File: src/rtl/mips32_arb_pkg.sv
// Shared types and default widths for the MIPS32 unified-memory arbiter.
package mips32_arb_pkg;

    localparam int unsigned ARB_AW   = 32;
    localparam int unsigned ARB_DW   = 32;
    localparam int unsigned STREAK_W = 4;
    localparam int unsigned CNT_W    = 4;

    typedef enum logic [1:0] {
        IDLE  = 2'd0,
        ISSUE = 2'd1,
        WAIT  = 2'd2,
        RESP  = 2'd3
    } arb_state_e;

    typedef enum logic {
        OWN_IF = 1'b0,
        OWN_DM = 1'b1
    } arb_owner_e;

endpackage

File: src/rtl/mips32_arb_prio.sv
// Combinational fetch/data priority pick with anti-starvation streak limit.
module mips32_arb_prio
    import mips32_arb_pkg::*;
#(
    parameter int unsigned MAX_STREAK = 4
) (
    input  logic                if_req,
    input  logic                dm_req,
    input  logic                halted,
    input  logic [STREAK_W-1:0] streak,
    output logic                win_valid_c,
    output arb_owner_e          win_owner_c,
    output logic [STREAK_W-1:0] streak_nxt_c
);

    logic if_el;

    // Data wins unless fetch is alone or has waited through MAX_STREAK data grants
    always_comb begin
        if_el        = if_req && !halted;
        win_valid_c  = 1'b0;
        win_owner_c  = OWN_IF;
        streak_nxt_c = if_el ? streak : '0;
        if (dm_req && !(if_el && (streak == STREAK_W'(MAX_STREAK)))) begin
            win_valid_c  = 1'b1;
            win_owner_c  = OWN_DM;
            // streak < MAX_STREAK here, so the increment cannot pass the limit
            streak_nxt_c = if_el ? (streak + STREAK_W'(1)) : '0;
        end else if (if_el) begin
            win_valid_c  = 1'b1;
            win_owner_c  = OWN_IF;
            streak_nxt_c = '0;
        end
    end

endmodule

File: src/rtl/mips32_mem_arbiter.sv
// Single-port IF/MEM arbiter for the unified MIPS32 memory.
// Optional performance counters: define MIPS32_ARB_PERF_EN.
module mips32_mem_arbiter
    import mips32_arb_pkg::*;
#(
    parameter int unsigned AW         = ARB_AW,
    parameter int unsigned DW         = ARB_DW,
    parameter int unsigned MEM_LAT    = 1,
    parameter int unsigned MAX_STREAK = 4
) (
    input  logic          clk1,
    input  logic          rst_n,
    input  logic          if_req,
    input  logic [AW-1:0] if_addr,
    output logic          if_gnt,
    output logic          if_rvalid,
    output logic [DW-1:0] if_rdata,
    input  logic          dm_req,
    input  logic          dm_we,
    input  logic [AW-1:0] dm_addr,
    input  logic [DW-1:0] dm_wdata,
    output logic          dm_gnt,
    output logic          dm_rvalid,
    output logic [DW-1:0] dm_rdata,
    input  logic          halted,
    output logic          mem_en,
    output logic          mem_we,
    output logic [AW-1:0] mem_addr,
    output logic [DW-1:0] mem_wdata,
    input  logic [DW-1:0] mem_rdata,
    output logic          busy
`ifdef MIPS32_ARB_PERF_EN
    ,
    output logic [31:0]   perf_if_stall,
    output logic [31:0]   perf_dm_stall,
    output logic [31:0]   perf_starve_ovr
`endif
);

    arb_state_e          state_q, state_d;
    arb_owner_e          owner_q, owner_d;
    logic                store_q, store_d;
    logic [CNT_W-1:0]    lat_cnt_q, lat_cnt_d;
    logic [STREAK_W-1:0] streak_q, streak_d;
    logic                if_gnt_q, if_gnt_d, dm_gnt_q, dm_gnt_d;
    logic                if_rvalid_q, if_rvalid_d, dm_rvalid_q, dm_rvalid_d;
    logic [DW-1:0]       if_rdata_q, if_rdata_d, dm_rdata_q, dm_rdata_d;
    logic                mem_en_q, mem_en_d, mem_we_q, mem_we_d;
    logic [AW-1:0]       mem_addr_q, mem_addr_d;
    logic [DW-1:0]       mem_wdata_q, mem_wdata_d;
    logic                busy_q, busy_d;

    logic                if_el_c;
    logic                resp_now_c;
    logic                win_valid_c;
    arb_owner_e          win_owner_c;
    logic [STREAK_W-1:0] streak_nxt_c;

    assign if_el_c = if_req && !halted;

    mips32_arb_prio #(
        .MAX_STREAK (MAX_STREAK)
    ) u_prio (
        .if_req       (if_req),
        .dm_req       (dm_req),
        .halted       (halted),
        .streak       (streak_q),
        .win_valid_c  (win_valid_c),
        .win_owner_c  (win_owner_c),
        .streak_nxt_c (streak_nxt_c)
    );

    // Next-state and next-output logic; outputs for a state are computed on entry
    always_comb begin
        state_d     = state_q;
        owner_d     = owner_q;
        store_d     = store_q;
        lat_cnt_d   = lat_cnt_q;
        streak_d    = if_el_c ? streak_q : '0;
        if_gnt_d    = 1'b0;
        dm_gnt_d    = 1'b0;
        mem_en_d    = 1'b0;
        mem_we_d    = 1'b0;
        mem_addr_d  = mem_addr_q;
        mem_wdata_d = mem_wdata_q;
        if_rvalid_d = 1'b0;
        dm_rvalid_d = 1'b0;
        if_rdata_d  = if_rdata_q;
        dm_rdata_d  = dm_rdata_q;
        resp_now_c  = 1'b0;
        case (state_q)
            IDLE, RESP: begin
                streak_d = streak_nxt_c;
                if (win_valid_c) begin
                    state_d  = ISSUE;
                    owner_d  = win_owner_c;
                    mem_en_d = 1'b1;
                    if (win_owner_c == OWN_DM) begin
                        dm_gnt_d    = 1'b1;
                        store_d     = dm_we;
                        mem_we_d    = dm_we;
                        mem_addr_d  = dm_addr;
                        mem_wdata_d = dm_wdata;
                    end else begin
                        if_gnt_d   = 1'b1;
                        store_d    = 1'b0;
                        mem_addr_d = if_addr;
                    end
                end else begin
                    state_d = IDLE;
                end
            end
            ISSUE: begin
                if (MEM_LAT > 1) begin
                    state_d   = WAIT;
                    lat_cnt_d = CNT_W'(MEM_LAT - 2);
                end else begin
                    state_d    = RESP;
                    resp_now_c = 1'b1;
                end
            end
            WAIT: begin
                if (lat_cnt_q == '0) begin
                    state_d    = RESP;
                    resp_now_c = 1'b1;
                end else begin
                    lat_cnt_d = lat_cnt_q - CNT_W'(1);
                end
            end
            default: state_d = IDLE;
        endcase
        // mem_rdata is captured on the edge that enters RESP
        if (resp_now_c) begin
            if (owner_q == OWN_IF) begin
                if_rvalid_d = 1'b1;
                if_rdata_d  = mem_rdata;
            end else begin
                dm_rvalid_d = 1'b1;
                dm_rdata_d  = store_q ? '0 : mem_rdata;
            end
        end
        busy_d = (state_d != IDLE);
    end

    // State and registered outputs
    always_ff @(posedge clk1 or negedge rst_n) begin
        if (!rst_n) begin
            state_q     <= IDLE;
            owner_q     <= OWN_IF;
            store_q     <= 1'b0;
            lat_cnt_q   <= '0;
            streak_q    <= '0;
            if_gnt_q    <= 1'b0;
            dm_gnt_q    <= 1'b0;
            if_rvalid_q <= 1'b0;
            dm_rvalid_q <= 1'b0;
            if_rdata_q  <= '0;
            dm_rdata_q  <= '0;
            mem_en_q    <= 1'b0;
            mem_we_q    <= 1'b0;
            mem_addr_q  <= '0;
            mem_wdata_q <= '0;
            busy_q      <= 1'b0;
        end else begin
            state_q     <= state_d;
            owner_q     <= owner_d;
            store_q     <= store_d;
            lat_cnt_q   <= lat_cnt_d;
            streak_q    <= streak_d;
            if_gnt_q    <= if_gnt_d;
            dm_gnt_q    <= dm_gnt_d;
            if_rvalid_q <= if_rvalid_d;
            dm_rvalid_q <= dm_rvalid_d;
            if_rdata_q  <= if_rdata_d;
            dm_rdata_q  <= dm_rdata_d;
            mem_en_q    <= mem_en_d;
            mem_we_q    <= mem_we_d;
            mem_addr_q  <= mem_addr_d;
            mem_wdata_q <= mem_wdata_d;
            busy_q      <= busy_d;
        end
    end

    assign if_gnt    = if_gnt_q;
    assign dm_gnt    = dm_gnt_q;
    assign if_rvalid = if_rvalid_q;
    assign dm_rvalid = dm_rvalid_q;
    assign if_rdata  = if_rdata_q;
    assign dm_rdata  = dm_rdata_q;
    assign mem_en    = mem_en_q;
    assign mem_we    = mem_we_q;
    assign mem_addr  = mem_addr_q;
    assign mem_wdata = mem_wdata_q;
    assign busy      = busy_q;

`ifdef MIPS32_ARB_PERF_EN
    logic [31:0] perf_if_stall_q, perf_if_stall_d;
    logic [31:0] perf_dm_stall_q, perf_dm_stall_d;
    logic [31:0] perf_starve_ovr_q, perf_starve_ovr_d;

    // Stall and forced-fetch event counters, wrapping modulo 2^32
    always_comb begin
        perf_if_stall_d   = perf_if_stall_q;
        perf_dm_stall_d   = perf_dm_stall_q;
        perf_starve_ovr_d = perf_starve_ovr_q;
        if (if_el_c && !if_gnt_q) begin
            perf_if_stall_d = perf_if_stall_q + 32'd1;
        end
        if (dm_req && !dm_gnt_q) begin
            perf_dm_stall_d = perf_dm_stall_q + 32'd1;
        end
        // fetch beating a live data request can only be the streak override
        if (((state_q == IDLE) || (state_q == RESP)) && win_valid_c &&
            (win_owner_c == OWN_IF) && dm_req) begin
            perf_starve_ovr_d = perf_starve_ovr_q + 32'd1;
        end
    end

    // Performance counter registers
    always_ff @(posedge clk1 or negedge rst_n) begin
        if (!rst_n) begin
            perf_if_stall_q   <= '0;
            perf_dm_stall_q   <= '0;
            perf_starve_ovr_q <= '0;
        end else begin
            perf_if_stall_q   <= perf_if_stall_d;
            perf_dm_stall_q   <= perf_dm_stall_d;
            perf_starve_ovr_q <= perf_starve_ovr_d;
        end
    end

    assign perf_if_stall   = perf_if_stall_q;
    assign perf_dm_stall   = perf_dm_stall_q;
    assign perf_starve_ovr = perf_starve_ovr_q;
`endif

endmodule

File: config.mk
export PLATFORM = sky130hd
export DESIGN_NAME = mips32_mem_arbiter
export DESIGN_NICKNAME = d
export VERILOG_FILES = /design/src/rtl/mips32_arb_pkg.sv /design/src/rtl/mips32_arb_prio.sv /design/src/rtl/mips32_mem_arbiter.sv
export SDC_FILE = /design/constraint.sdc
export NUM_CORES = 1
export LEC_CHECK = 0
export CORE_MARGIN = 2
export CORE_UTILIZATION = 35
export DETAILED_ROUTE_END_ITERATION = 10
export DONT_BUFFER_PORTS = 1
export HOLD_SLACK_MARGIN = 0.1
export PLACE_DENSITY = 0.53
export SYNTH_ARGS = -nofsm -noshare
export SYNTH_HDL_FRONTEND = slang
export SYNTH_HIERARCHICAL = 1
export SYNTH_SLANG_ARGS = --single-unit
File: constraint.sdc
create_clock -name clk1 -period 2.65 [get_ports clk1]
set_input_delay 0.6625 -clock clk1 [delete_from_list [all_inputs] [get_ports clk1]]
set_output_delay 0.6625 -clock clk1 [all_outputs]
set_load 0.05 [all_outputs]
==> impl_metrics.csv <==
group,metric,value,unit
status,outcome,"complete, but fails checks",
status,violations,"hold timing",
synth,synthCells,469,
synth,avgSynthCellArea,13.1,um^2
die,core,17200,um^2
die,dieHeight,137,um
timing,rsz0062_at_grt,"false",
routing,dr.pass1.iters,4,
clocking,cts_buffer_depth,2,
synth,yosysUniqueCellTypes,33,
synth,synth_area,6170,um^2
placement,dp.cells,672,
finish,area_growth,13.0,%
grt,antenna_found_initial,0,
synth,ys_ff_latch,147,
routing,num_vias,3592,
timing,fmax,492,MHz
grt,grt_use_total,0.149,
worst_setup_path,endpoint_kind,"flip-flop",
clocking,cts_buffers,17,
clocking,cts_sinks,147,
timing,relSlewSlack,0.628,
clocking,insertion_delay,0.42,ns
grt,grt_overflow,0,
worst_setup_path,arrival,2.33,ns
placement,place_congestion,0.784,
clocking,cts-root-buf,"clkbuf_16",
routing,drt_iter0_drc,89,
min_path,min_path_type,"primary input to asynchronous set/reset pin",
die,num_rows,48,
synth,yosys_warnings,6,
worst_setup_path,cp_max_fo,34,
routing,viasPerCell,5.10,
worst_setup_path,critical_path_class,"flip-flop to flip-flop",
die,start_util,0.358,
timing,whs,-0.0629,ns
timing,hold_viol_final,146,
grt,grt_pass1_wl,21.2,mm
die,die_width,137,um
finish,layout.cells.non_filler,704,
timing,tightest_slew,0.558,ns
placement,dp_slack,0.607,ns
clocking,cts_setup_buffers,0,
grt,grt_pass1_vias,3870,
routing,drc,0,
synth,synth.yosys.seq_area_share,0.597,
worst_setup_path,start_kind,"flip-flop",
finish,nets,605,
worst_setup_path,required,2.95,ns
timing,finalMaxSlewViolations,0,
synth,syn_nets,608,
finish,diodes,0,
finish,drive_gt1_frac,0.242,
clocking,h-tree-depth,4,
timing,period_share,0.768,
finish,n_fill_cell,1593,
clocking,path_clk_slew,0.07,ns
timing,min_period,2.03,ns
clocking,cts_tree,"built",
timing,fin_skew,0.0125,ns
die,dieArea,18700,um^2
grt,grt_max_degree,148,
routing,drt_wl_total,13.9,mm
timing,fin_ws,0.616,ns
routing,wl_per_cell,19.8,um
timing,fin_tns_setup,0,ns
clocking,cts.repair.resized,0,
routing,final_antenna_net_count,0,
job,cap_violations,0,
timing,setup_viol,0,
placement,port_buffers,0,
die,ios,269,
placement,dpl.hpwl,9.94,mm
[synth_stat cells]
master | n | area, um^2
a21boi_0 | 1 | 7.51
a21o_1 | 3 | 22.5
a21oi_1 | 1 | 5.00
and2_1 | 1 | 6.26
and2b_1 | 1 | 7.51
and3_1 | 1 | 6.26
and4bb_4 | 1 | 16.3
buf_2 | 9 | 45.0
buf_4 | 3 | 22.5
buf_6 | 6 | 67.6
clkbuf_1 | 14 | 52.6
dfrtp_1 | 147 | 3680
ha_1 | 5 | 62.6
inv_1 | 11 | 41.3
mux2_2 | 37 | 417
mux2_4 | 29 | 435
mux2i_1 | 33 | 330
nand2_1 | 42 | 158
nand2b_1 | 4 | 25.0
nand3_1 | 32 | 160
nand3b_1 | 1 | 7.51
nand4b_2 | 1 | 15.0
nor2_1 | 8 | 30.0
nor2b_1 | 2 | 12.5
nor3_1 | 1 | 5.00
o211ai_2 | 1 | 12.5
o21a_1 | 1 | 7.51
o21ai_0 | 37 | 185
o21ai_4 | 1 | 16.3
o2bb2ai_1 | 31 | 272
or4b_1 | 1 | 10.0
xnor2_1 | 2 | 17.5
xor2_1 | 1 | 8.76
[kinds of logic (layout without fill, tap and decap cells)]
logic type,after synthesis,after routing,share of synthesized area
AO/OA/AOI/OAI,76,76,0.0856
multiplexers,99,99,0.192
buffers and inverters,43,53,0.0371
XOR/XNOR,3,3,0.00426
adder cells (fa/ha/maj),5,5,0.0101
flip-flops,147,147,0.597
AND/OR/NAND/NOR,96,96,0.0745
[flip-flops by register name (all words and copies together) (netlist names), 2 cells and up]
signal,flops
if_rdata,32
dm_rdata,32
state_q,2
mem_addr,32
lat_cnt_q,4
streak_q,4
mem_wdata,32
[layer usage]
metal,track usage,vias up,wire [um]
met5,0,-,0
met4,0.0596,0,232
met3,0.0659,15,1560
met2,0.246,186,6750
met1,0.169,1734,5370
li1,-,1657,-
[layout by cell type (no fill, tap or decap), drive strengths merged]
cell type  netlist  routed
dfrtp          147     147
mux2            66      66
nand2           42      42
o21ai           38      38
mux2i           33      33
nand3           32      32
o2bb2ai         31      31
inv             11      21
clkbuf          14      17
buf             18      10
nor2             8       8
ha               5       5
clkinv           0       5
nand2b           4       4
a21o             3       3
xnor2            2       2
nor2b            2       2
and4bb           1       1
a21oi            1       1
a21boi           1       1
o211ai           1       1
and3             1       1
and2             1       1
and2b            1       1
or4b             1       1
nor3             1       1
nand3b           1       1
o21a             1       1
nand4b           1       1
xor2             1       1
[worst max-delay path, stage by stage, from the launching register on]
cell and delay [ns]:
dfrtp_1 0.43, inv_1 0.06, ha_1 0.19, nand3b_1 0.13, o21a_2 0.14, and3_1 0.17
buf_4 0.38, mux2_2 0.39
[through the flow]
step	cell area [um^2]	utilization	hold slack (ns)
final	6970	0.404	-0.0629
after global routing	6970	0.404	-0.0966
after detailed placement	6370	0.369	0.371
after CTS	6970	0.404	-0.0870
after floorplan	6170	-	0.367
after global placement	6370	0.369	0.371
[layout make-up]
class | instances | area (um^2) | area share
well taps | 225 | 282 | 0.0404
clock buffers | 17 | 425 | 0.0610
clock inverters | 15 | 176 | 0.0253
inverters | 11 | 41.3 | 0.00592
multi-input cells | 279 | 2270 | 0.325
repair buffers | 10 | 100 | 0.0144
flip-flops and latches | 147 | 3680 | 0.528
[final timing paths]
kind                       depth (start not counted)       endpoint  slack [ns]         start
setup / recovery                                   7   mem_wdata[7]        0.62   streak_q[0]
hold / removal                                     0    if_rdata[6]       -0.06         rst_n
setup reg to reg                                   7   mem_wdata[7]        0.62   streak_q[0]
hold reg to reg                                    1   lat_cnt_q[0]        0.49  lat_cnt_q[0]
max in group asynchronous                          0   if_rdata[18]        2.45         rst_n
min in group clk1                                  1  mem_wdata[13]        0.39  dm_wdata[13]
Power is left out: the tool's default activity adds up to more than one toggle a clock period on the data nets, which glitch-free logic cannot reach.
